===== src/rtl/tinytester_phase_sequencer.sv =====
`default_nettype none
// ============================================================================
// Module   : tinytester_phase_sequencer
// Purpose  : Timing engine between the tinytester register block and the DUT
//            pins. Runs a programmed number of test cycles, each split into
//            four phases P0..P3 of (phase_len+1) clocks. Drives pins from the
//            shadowed data/oe/phase masks, captures pins_i on the last clock
//            of STROBE_PHASE, and reports status plus a one-clock done
//            interrupt.
// Ports    : WBs_CLK_i     - sequencer clock
//            WBs_RST_n_i   - asynchronous reset, active-low
//            control_i     - [0] start, [1] continuous, [2] abort,
//                            [15:8] phase_len, [31:16] num_cycles
//            dataout_i     - drive data
//            oe_i          - per-pin output enable (1 = output)
//            active_on_p*_i- per-phase drive masks
//            pins_i        - DUT pin input values
//            pins_o        - registered pin drive values
//            pins_oe_o     - registered pin output enables
//            datain_o      - last captured pins_i
//            status_o      - [0] busy, [1] done, [2] mismatch, [3] aborted,
//                            [31:16] cycles_completed
//            interrupt_o   - one-clock done pulse
// Options  : TINYTESTER_MISMATCH_EN - when defined, input pins are compared
//            against the shadowed drive data at every strobe; the first
//            difference sets mismatch and ends the run.
// Revision : 1.0 - initial release
// ============================================================================
module tinytester_phase_sequencer #(
  parameter int PIN_W        = 32,
  parameter int STROBE_PHASE = 2,
  parameter int CYC_CNT_W    = 16
) (
  input  logic             WBs_CLK_i,
  input  logic             WBs_RST_n_i,
  input  logic [31:0]      control_i,
  input  logic [PIN_W-1:0] dataout_i,
  input  logic [PIN_W-1:0] oe_i,
  input  logic [PIN_W-1:0] active_on_p0_i,
  input  logic [PIN_W-1:0] active_on_p1_i,
  input  logic [PIN_W-1:0] active_on_p2_i,
  input  logic [PIN_W-1:0] active_on_p3_i,
  input  logic [PIN_W-1:0] pins_i,
  output logic [PIN_W-1:0] pins_o,
  output logic [PIN_W-1:0] pins_oe_o,
  output logic [PIN_W-1:0] datain_o,
  output logic [31:0]      status_o,
  output logic             interrupt_o
);

  localparam logic [1:0] C_STROBE_PHASE = STROBE_PHASE[1:0];

  typedef enum logic [1:0] {
    ST_IDLE = 2'd0,
    ST_RUN  = 2'd1,
    ST_DONE = 2'd2
  } state_t;

  state_t                 r_state;
  state_t                 w_state_nxt;

  logic                   r_start_q;
  logic [7:0]             r_phase_len;
  logic [7:0]             r_pcnt;
  logic [1:0]             r_phase;
  logic [CYC_CNT_W-1:0]   r_num_cycles;
  logic [CYC_CNT_W-1:0]   r_cycles;
  logic                   r_busy;
  logic                   r_done;
  logic                   r_mismatch;
  logic                   r_aborted;
  logic [PIN_W-1:0]       r_sh_dataout;
  logic [PIN_W-1:0]       r_sh_oe;
  logic [PIN_W-1:0]       r_sh_p0;
  logic [PIN_W-1:0]       r_sh_p1;
  logic [PIN_W-1:0]       r_sh_p2;
  logic [PIN_W-1:0]       r_sh_p3;

  logic                   w_start_evt;
  logic                   w_cont;
  logic                   w_abort;
  logic [CYC_CNT_W-1:0]   w_num_in;
  logic                   w_phase_last;
  logic                   w_cycle_end;
  logic                   w_strobe;
  logic [CYC_CNT_W-1:0]   w_cc_inc;
  logic [CYC_CNT_W-1:0]   w_cc_sat;
  logic                   w_last_cycle;
  logic                   w_miscmp;
  logic [PIN_W-1:0]       w_mask;
  logic [15:0]            w_cc_ext;
  logic                   w_unused;

  assign w_start_evt  = control_i[0] & ~r_start_q;
  assign w_cont       = control_i[1];
  assign w_abort      = control_i[2];
  assign w_num_in     = control_i[16 +: CYC_CNT_W];
  assign w_unused     = &{1'b0, control_i[7:3]};

  assign w_phase_last = (r_pcnt == r_phase_len);
  assign w_cycle_end  = (r_state == ST_RUN) && w_phase_last && (r_phase == 2'd3);
  assign w_strobe     = (r_state == ST_RUN) && w_phase_last && (r_phase == C_STROBE_PHASE);

  // Count saturates at all-ones; in continuous mode it may run that long.
  assign w_cc_inc     = r_cycles + 1'b1;
  assign w_cc_sat     = (&r_cycles) ? r_cycles : w_cc_inc;
  assign w_last_cycle = !w_cont && (w_cc_inc == r_num_cycles);

`ifdef TINYTESTER_MISMATCH_EN
  // Only pins configured as inputs are compared.
  assign w_miscmp = w_strobe && (|((pins_i ^ r_sh_dataout) & ~r_sh_oe));
`else
  assign w_miscmp = 1'b0;
`endif

  always_comb begin
    w_mask = '0;
    case (r_phase)
      2'd0:    w_mask = r_sh_p0;
      2'd1:    w_mask = r_sh_p1;
      2'd2:    w_mask = r_sh_p2;
      default: w_mask = r_sh_p3;
    endcase
  end

  always_comb begin
    w_cc_ext                 = '0;
    w_cc_ext[CYC_CNT_W-1:0]  = r_cycles;
  end

  assign status_o = {w_cc_ext, 12'd0, r_aborted, r_mismatch, r_done, r_busy};

  // --------------------------------------------------------------------------
  // FSM
  // --------------------------------------------------------------------------
  always_ff @(posedge WBs_CLK_i or negedge WBs_RST_n_i) begin
    if (!WBs_RST_n_i) begin
      r_state <= ST_IDLE;
    end else begin
      r_state <= w_state_nxt;
    end
  end

  always_comb begin
    w_state_nxt = r_state;
    case (r_state)
      ST_IDLE: begin
        if (w_start_evt && (w_num_in != '0)) begin
          w_state_nxt = ST_RUN;
        end
      end
      ST_RUN: begin
        if (w_abort || w_miscmp || (w_cycle_end && w_last_cycle)) begin
          w_state_nxt = ST_DONE;
        end
      end
      ST_DONE: w_state_nxt = ST_IDLE;
      default: w_state_nxt = ST_IDLE;
    endcase
  end

  // --------------------------------------------------------------------------
  // Datapath
  // --------------------------------------------------------------------------
  always_ff @(posedge WBs_CLK_i or negedge WBs_RST_n_i) begin
    if (!WBs_RST_n_i) begin
      r_start_q    <= 1'b0;
      r_phase_len  <= '0;
      r_pcnt       <= '0;
      r_phase      <= '0;
      r_num_cycles <= '0;
      r_cycles     <= '0;
      r_busy       <= 1'b0;
      r_done       <= 1'b0;
      r_mismatch   <= 1'b0;
      r_aborted    <= 1'b0;
      r_sh_dataout <= '0;
      r_sh_oe      <= '0;
      r_sh_p0      <= '0;
      r_sh_p1      <= '0;
      r_sh_p2      <= '0;
      r_sh_p3      <= '0;
      pins_o       <= '0;
      pins_oe_o    <= '0;
      datain_o     <= '0;
      interrupt_o  <= 1'b0;
    end else begin
      r_start_q   <= control_i[0];
      interrupt_o <= 1'b0;

      // Pin drive lags the phase counter by one clock. A clock that leaves
      // RUN produces an idle drive, so pins are released as soon as the run
      // stops.
      if ((r_state == ST_RUN) && (w_state_nxt == ST_RUN)) begin
        pins_o    <= r_sh_dataout & w_mask;
        pins_oe_o <= r_sh_oe;
      end else begin
        pins_o    <= '0;
        pins_oe_o <= '0;
      end

      if (w_strobe) begin
        datain_o <= pins_i;
      end

      case (r_state)
        ST_IDLE: begin
          if (w_start_evt) begin
            r_cycles   <= '0;
            r_mismatch <= 1'b0;
            r_aborted  <= 1'b0;
            if (w_num_in != '0) begin
              r_busy       <= 1'b1;
              r_done       <= 1'b0;
              r_phase_len  <= control_i[15:8];
              r_num_cycles <= w_num_in;
              r_pcnt       <= '0;
              r_phase      <= '0;
              r_sh_dataout <= dataout_i;
              r_sh_oe      <= oe_i;
              r_sh_p0      <= active_on_p0_i;
              r_sh_p1      <= active_on_p1_i;
              r_sh_p2      <= active_on_p2_i;
              r_sh_p3      <= active_on_p3_i;
            end else begin
              // Zero-cycle run completes immediately without going busy.
              r_done      <= 1'b1;
              interrupt_o <= 1'b1;
            end
          end
        end

        ST_RUN: begin
          if (w_phase_last) begin
            r_pcnt  <= '0;
            r_phase <= r_phase + 2'd1;
            // Reload shadows at the boundary into P0 so a cycle in progress
            // never sees a software rewrite.
            if (r_phase == 2'd3) begin
              r_sh_dataout <= dataout_i;
              r_sh_oe      <= oe_i;
              r_sh_p0      <= active_on_p0_i;
              r_sh_p1      <= active_on_p1_i;
              r_sh_p2      <= active_on_p2_i;
              r_sh_p3      <= active_on_p3_i;
            end
          end else begin
            r_pcnt <= r_pcnt + 8'd1;
          end

          if (w_cycle_end) begin
            r_cycles <= w_cc_sat;
          end

          if (w_miscmp) begin
            r_mismatch <= 1'b1;
          end

          if (w_state_nxt == ST_DONE) begin
            r_busy      <= 1'b0;
            r_done      <= 1'b1;
            interrupt_o <= 1'b1;
            if (w_abort) begin
              r_aborted <= 1'b1;
            end
          end
        end

        default: ;
      endcase
    end
  end

endmodule
`default_nettype wire


===== config.mk =====
export PLATFORM = sky130hd
export DESIGN_NAME = tinytester_phase_sequencer
export DESIGN_NICKNAME = d
export VERILOG_FILES = /design/src/rtl/tinytester_phase_sequencer.sv
export SDC_FILE = /design/constraint.sdc
export NUM_CORES = 1
export LEC_CHECK = 0
export BUFFER_PORTS_ARGS = -buffer_cell sky130_fd_sc_hd__buf_4
export CAP_MARGIN = 30
export CORE_AREA = 2 2 168 170
export DETAILED_ROUTE_END_ITERATION = 8
export DIE_AREA = 0 0 170 172
export PLACE_DENSITY = 0.85
export SLEW_MARGIN = 10
export SYNTH_ARGS = -nofsm -noshare
export SYNTH_HDL_FRONTEND = slang
export SYNTH_SLANG_ARGS = --single-unit

===== constraint.sdc =====
create_clock -name WBs_CLK_i -period 3.4 [get_ports WBs_CLK_i]
set_input_delay 0.17 -clock WBs_CLK_i [delete_from_list [all_inputs] [get_ports WBs_CLK_i]]
set_output_delay 0.17 -clock WBs_CLK_i [all_outputs]
set_load 0.02 [all_outputs]

== Word level (Yosys, flattened, before mapping) ==
Cells that the tools add are included.

* Mux-type cells: 63
* Reduce and logical (&&, ||, !) cells: 22
* Bitwise operators: 3
* Add/sub/neg operators: 3
* Eq/ne operators: 16

{| class="wikitable"
|+ Operators with widths
! operator !! count
|-
| $mux 32 || 26
|-
| $pmux 32 s2 || 6
|-
| $pmux 32 s3 || 1
|-
| $mux 16 || 3
|-
| $and 32x32->32 || 1
|-
| $pmux 16 s2 || 1
|-
| $mux 8 || 3
|-
| $add 16x1->16 const B || 1
|-
| $eq 16x16->1 || 1
|-
| $pmux 8 s2 || 1
|-
| $reduce_and 16->1 || 1
|-
| $reduce_and 4->1 || 4
|-
| $reduce_bool 16->1 || 1
|-
| $ne 2x2->1 const B || 7
|-
| $mux 1 || 11
|-
| $mux 2 || 5
|-
| $reduce_and 3->1 || 3
|-
| $add 8x1->8 const B || 1
|-
| $eq 8x8->1 || 1
|-
| $pmux 1 s2 || 4
|-
| $pmux 2 s2 || 2
|-
| $logic_and 1x1->1 || 7
|-
| $eq 2x1->1 const B || 3
|-
| $eq 2x2->1 const B || 3
|-
| 9 further kinds || 10
|}

* Register bits: 345
* Word-level logic and storage cells: 127
* Output and inout bits: 129
* Input port bits: 258

== Depth between registers and ports, before layout ==
* Depth after elaboration: 10
* Gate-level depth with buffers: 11
* Mapped depth without buffers: 8

== Least setup slack after synthesis ==
OpenSTA, ideal clock, no wires.

* Path type: reg2reg
* Start: reg r_cycles[0]
* End: reg pins_oe_o[10]
* Cell stages (with the launch flop): 11
* Period minus slack after synthesis: 2.690 ns
* Data arrival time: 2.571 ns
* Path slack: 0.710 ns
* Required time: 3.281 ns
* Cell sequence: dfrtp_1 -> ha_1 -> nand3_1 -> nor4_1 -> xnor2_1 -> o21ai_0 -> nor4_2 -> a211oi_2 -> buf_4 -> buf_4 -> and2_1

* Word-level cells in the longest chain between the ends: 10

{| class="wikitable"
|+ RTL lines
! item !! RTL line !! source
|-
| start: declaration || 67 || <nowiki>logic [CYC_CNT_W-1:0] r_cycles;</nowiki>
|-
| start signal: assignment || 252 || <nowiki>r_cycles <= w_cc_sat;</nowiki>
|-
| $add 16x1->16 || 105 || <nowiki>assign w_cc_inc = r_cycles + 1'b1;</nowiki>
|-
| $eq 16x16->1 || 107 || <nowiki>assign w_last_cycle = !w_cont && (w_cc_inc == r_num_cycles);</nowiki>
|-
| $logic_and 1x1->1 || 107 ||
|-
| $logic_and 1x1->1 || 153 || <nowiki>if (w_abort || w_miscmp || (w_cycle_end && w_last_cycle)) begin</nowiki>
|-
| $logic_or 1x1->1 || 153 ||
|-
| $mux 2 || 153 ||
|-
| $pmux 2 s2 || 146 || <nowiki>case (r_state)</nowiki>
|-
| $eq 2x1->1 || 194 || <nowiki>if ((r_state == ST_RUN) && (w_state_nxt == ST_RUN)) begin</nowiki>
|-
| $logic_and 1x1->1 || 194 ||
|-
| $mux 32 || 194 ||
|-
| end signal: assignment || 196 || <nowiki>pins_oe_o <= r_sh_oe;</nowiki>
|-
| end: declaration || 45 || <nowiki>output logic [PIN_W-1:0] pins_oe_o,</nowiki>
|}

Every way passes these cells.
A chain may end at the register's enable or synchronous reset.

== Worst setup path after layout ==
* Start: reg r_cycles[0]
* End: reg pins_o[23]

* Word-level cells in the longest chain between the ends: 10

{| class="wikitable"
|+ RTL lines
! item !! RTL line !! source
|-
| $add 16x1->16 || 105 ||
|-
| $eq 16x16->1 || 107 ||
|-
| $logic_and 1x1->1 || 107 ||
|-
| $logic_and 1x1->1 || 153 ||
|-
| $logic_or 1x1->1 || 153 ||
|-
| $mux 2 || 153 ||
|-
| $pmux 2 s2 || 146 ||
|-
| $eq 2x1->1 || 194 ||
|-
| $logic_and 1x1->1 || 194 ||
|-
| $mux 32 || 194 ||
|-
| end signal: assignment || 195 || <nowiki>pins_o <= r_sh_dataout & w_mask;</nowiki>
|-
| end: declaration || 44 || <nowiki>output logic [PIN_W-1:0] pins_o,</nowiki>
|}

Every way passes these cells.

==> summary.txt <==
Final layout
  • Fraction of layout cells with a size suffix above 1: 40.14%
  • Area Overhead vs Synth: 49.32%
  • Final nets: 1993
  • FF+latch area: 8633 µm²
  • Multi-input logic area: 5248 µm²
  • Final instance area: 21320 µm²
  • FILL cells: 1487

Place
  • PortBufs: 368
  • RePlAce Congestion: 0.9011
  • Dpl ws: 97.66 ps
  • Post-Place Cell Area: 17530 µm²
  • Placed wire-length estimate: 26610 µm

Worst setup path
  • Endpoint type of the worst setup path: flop
  • Crit start category: flop
  • Crit path required time: 3840 ps
  • CP Max Fanout: 45
  • Critical Path AT: 3470 ps
  • Setup CP Type: flop to flop

Route
  • Via density: 5.621
  • DRC viols: 0
  • Initial drt markers: 1067
  • Via count: 11830
  • First-pass DRT Iterations: 6
  • Post-Route WL: 47650 µm
  • Number of antenna-violating nets in the routed design: 0
  • Drt wl/cell: 22.65 µm

STA
  • Final worst setup slack: 369.6 ps
  • Final worst-path cycle share: 89.13%
  • Slew @ Worst Pin: 925.8 ps
  • Hold Slack: 334.4 ps
  • Clock Skew: 25.94 ps
  • Setup TNS: 0 ps
  • Rel. slew slack: 38.28%
  • Fmax: 330.0 MHz
  • Unrepaired setup endpoints after global routing: false
  • Fin crit period: 3030 ps
  • Final Hold Fails: 0
  • Fin. max-slew vios: 0
  • Final Setup Violations: 0

Status
  • Status: finished, final reports clean

Clock network
  • Cts hold-fix bufs: 251
  • CTS Buf Count: 37
  • Post-CTS setup buffer count: 0
  • Clock sinks: 345
  • Longest Clk Path Bufs: 3
  • # resized after CTS: 0
  • Reg clk slew, reported paths: 70 ps
  • H-tree depth: 2
  • Clock root buffer: clkbuf_16
  • Clk_lat worst skew: 520 ps
  • Clock tree from TritonCTS: yes

Synthesis
  • Unique masters post-synth: 50
  • Post-synth ARST share: 100.0%
  • Post-Syn Instances: 1099
  • Yosys reg bits: 345
  • Ys flop type: dfrtp_1
  • Cell Area, Synth: 14280 µm²
  • Top cells by area, synth: dfrtp_1 60%, mux2_2 18%, nand2_1 3.0%
  • Top cells by count, synth: 345 x dfrtp_1, 225 x mux2_2, 114 x nand2_1, 60 x o21ai_0, 37 x and3_1
  • Cell with the most instances after synthesis: dfrtp_1
  • Share of Yosys cell area claimed by the top area cell type: 60.46%
  • Seq/Total Area, Yosys: 60.46%
  • EDFF count, synth: 0
  • Cell taking the most area after synthesis: dfrtp_1
  • Syn_area_per_cell: 12.99 µm²
  • Synthesis warning total: 0

Global routing
  • Pin count of the biggest net entering global routing: 98
  • Initial antenna violation count: 6
  • Vias in the first global route: 12760
  • Gr ovfl total: 0
  • GRT Util Overall: 31.99%
  • First-pass GRT wire length: 71030 µm

Power and ir drop
  • PwrDens: 590.6 nW/µm²
  • Overall Power: 12.59 mW
  • Max VDD drop: 0.5086 mV
  • Leakage: 9.896 nW

Die
  • Core Region: 27480 µm²
  • DIE WIDTH: 170 µm
  • Rows: 61
  • DIE AREA: 29240 µm²
  • Die Ht: 172 µm
  • IO Count: 387
  • Initial core utilization: 51.97%

Min path
  • Hold Path Class: input port to asynchronous set/reset pin

Run
  • Max cap viols: 0
[area by class of cell]
type,count,area share [%]
diodes,4,0.04694
clock buffers,50,4.900
clock inverters,14,0.9917
inverters,12,0.2112
multi-input cells,673,24.61
flip-flops and latches,345,40.49
well taps,346,2.030
repair buffers,660,26.72
[per-stage QoR]
stage / cells / utilization, %
2_1_floorplan: 1111 / -
3_3_place_gp: 1784 / 63.80
3_5_place_dp: 1784 / 63.80
4_1_cts: 2099 / 77.51
5_1_grt: 2104 / 77.60
6_report: 2104 / 77.60
[sequential cells by signal, indices dropped and copies added (netlist names)]
signal,flops
r_aborted,1
r_phase_len,8
r_phase,2
r_num_cycles,16
r_sh_dataout,32
r_state,2
r_cycles,16
r_pcnt,8
r_sh_p0,32
interrupt_o,1
r_start_q,1
pins_o,32
r_sh_oe,32
r_sh_p1,32
pins_oe_o,32
r_done,1
r_busy,1
r_sh_p3,32
datain_o,32
r_sh_p2,32
[critical path, stage by stage (launching register included)]
cell and delay (ps):
dfrtp_1 500, ha_1 340, nand3_1 230, nor4_1 330
buf_4 190, xnor2_1 50, o21ai_0 100, nor4_2 100
a211oi_4 550, buf_12 290, and3_1 260
[routing by layer]
layer  vias up  wire [µm]  track usage (%)
met3       171       4278            8.881
met2       701      23410            54.45
li1       5133          -                -
met4         4       2595            16.61
met5         -         27                0
met1      5818      17330            37.27
[final timing paths]
path / cells after the start / slack (ps) / to / from
min in group WBs_CLK_i: 2 / 350 / r_start_q$_DFF_PN0_ / control_i[0]
max in group asynchronous: 3 / 2100 / datain_o[14]$_DFFE_PN0P_ / WBs_RST_n_i
max reg2reg: 10 / 370 / pins_o[23]$_DFF_PN0_ / r_cycles[0]$_DFFE_PN0P_
max: 10 / 370 / pins_o[23]$_DFF_PN0_ / r_cycles[0]$_DFFE_PN0P_
min: 2 / 330 / r_sh_p1[23]$_DFFE_PN0P_ / WBs_RST_n_i
min reg2reg: 1 / 480 / pins_oe_o[6]$_DFF_PN0_ / r_sh_oe[6]$_DFFE_PN0P_
[kinds of logic (layout without fill, tap and decap cells)]
group	after synthesis	after routing	share of synthesized area, %
simple gates	262	262	9.358
mux	228	228	17.95
buf+inv	93	736	3.277
fa+ha+maj	6	6	0.5257
compound gates	128	128	6.195
flops	345	345	60.46
xor+xnor	36	36	2.208
other cells	1	17	0.02626
[placed cells by master (no fill, tap or decap), types with 3 or more instances in the layout]
| master | synthesis | final |
|---|---|---|
| nand3_1 | 10 | 10 |
| a222oi_1 | 32 | 32 |
| o31ai_1 | 10 | 10 |
| o21ai_0 | 60 | 60 |
| buf_12 | 0 | 8 |
| and3_1 | 37 | 37 |
| a21oi_1 | 7 | 6 |
| conb_1 | 1 | 13 |
| diode_2 | 0 | 4 |
| nand2b_1 | 5 | 5 |
| xor2_1 | 11 | 11 |
| clkbuf_1 | 32 | 6 |
| and2_1 | 33 | 33 |
| clkinv_2 | 0 | 4 |
| inv_6 | 0 | 3 |
| nor2b_1 | 3 | 3 |
| nor4_1 | 9 | 9 |
| mux2i_1 | 3 | 3 |
| nand4_1 | 11 | 11 |
| nor3_1 | 6 | 6 |
| inv_1 | 11 | 11 |
| nand2_1 | 114 | 114 |
| dlygate4sd3_1 | 0 | 251 |
| xnor2_1 | 25 | 25 |
| nor2_1 | 22 | 22 |
| mux2_2 | 225 | 225 |
| buf_4 | 20 | 399 |
| dfrtp_1 | 345 | 345 |
| and4_1 | 3 | 3 |
| bufinv_16 | 0 | 5 |
| a31oi_1 | 5 | 5 |
| ha_1 | 6 | 4 |
| clkbuf_16 | 0 | 37 |
| clkbuf_8 | 0 | 7 |
[power breakdown]
group / internal [mW] / switching, mW
Combinational: 1.51 / 1.35
Clock: 2.54 / 1.65
Sequential: 4.95 / 0.589
Total: 9.00 / 3.59
Note: power is estimated with default switching activity, not from simulation.
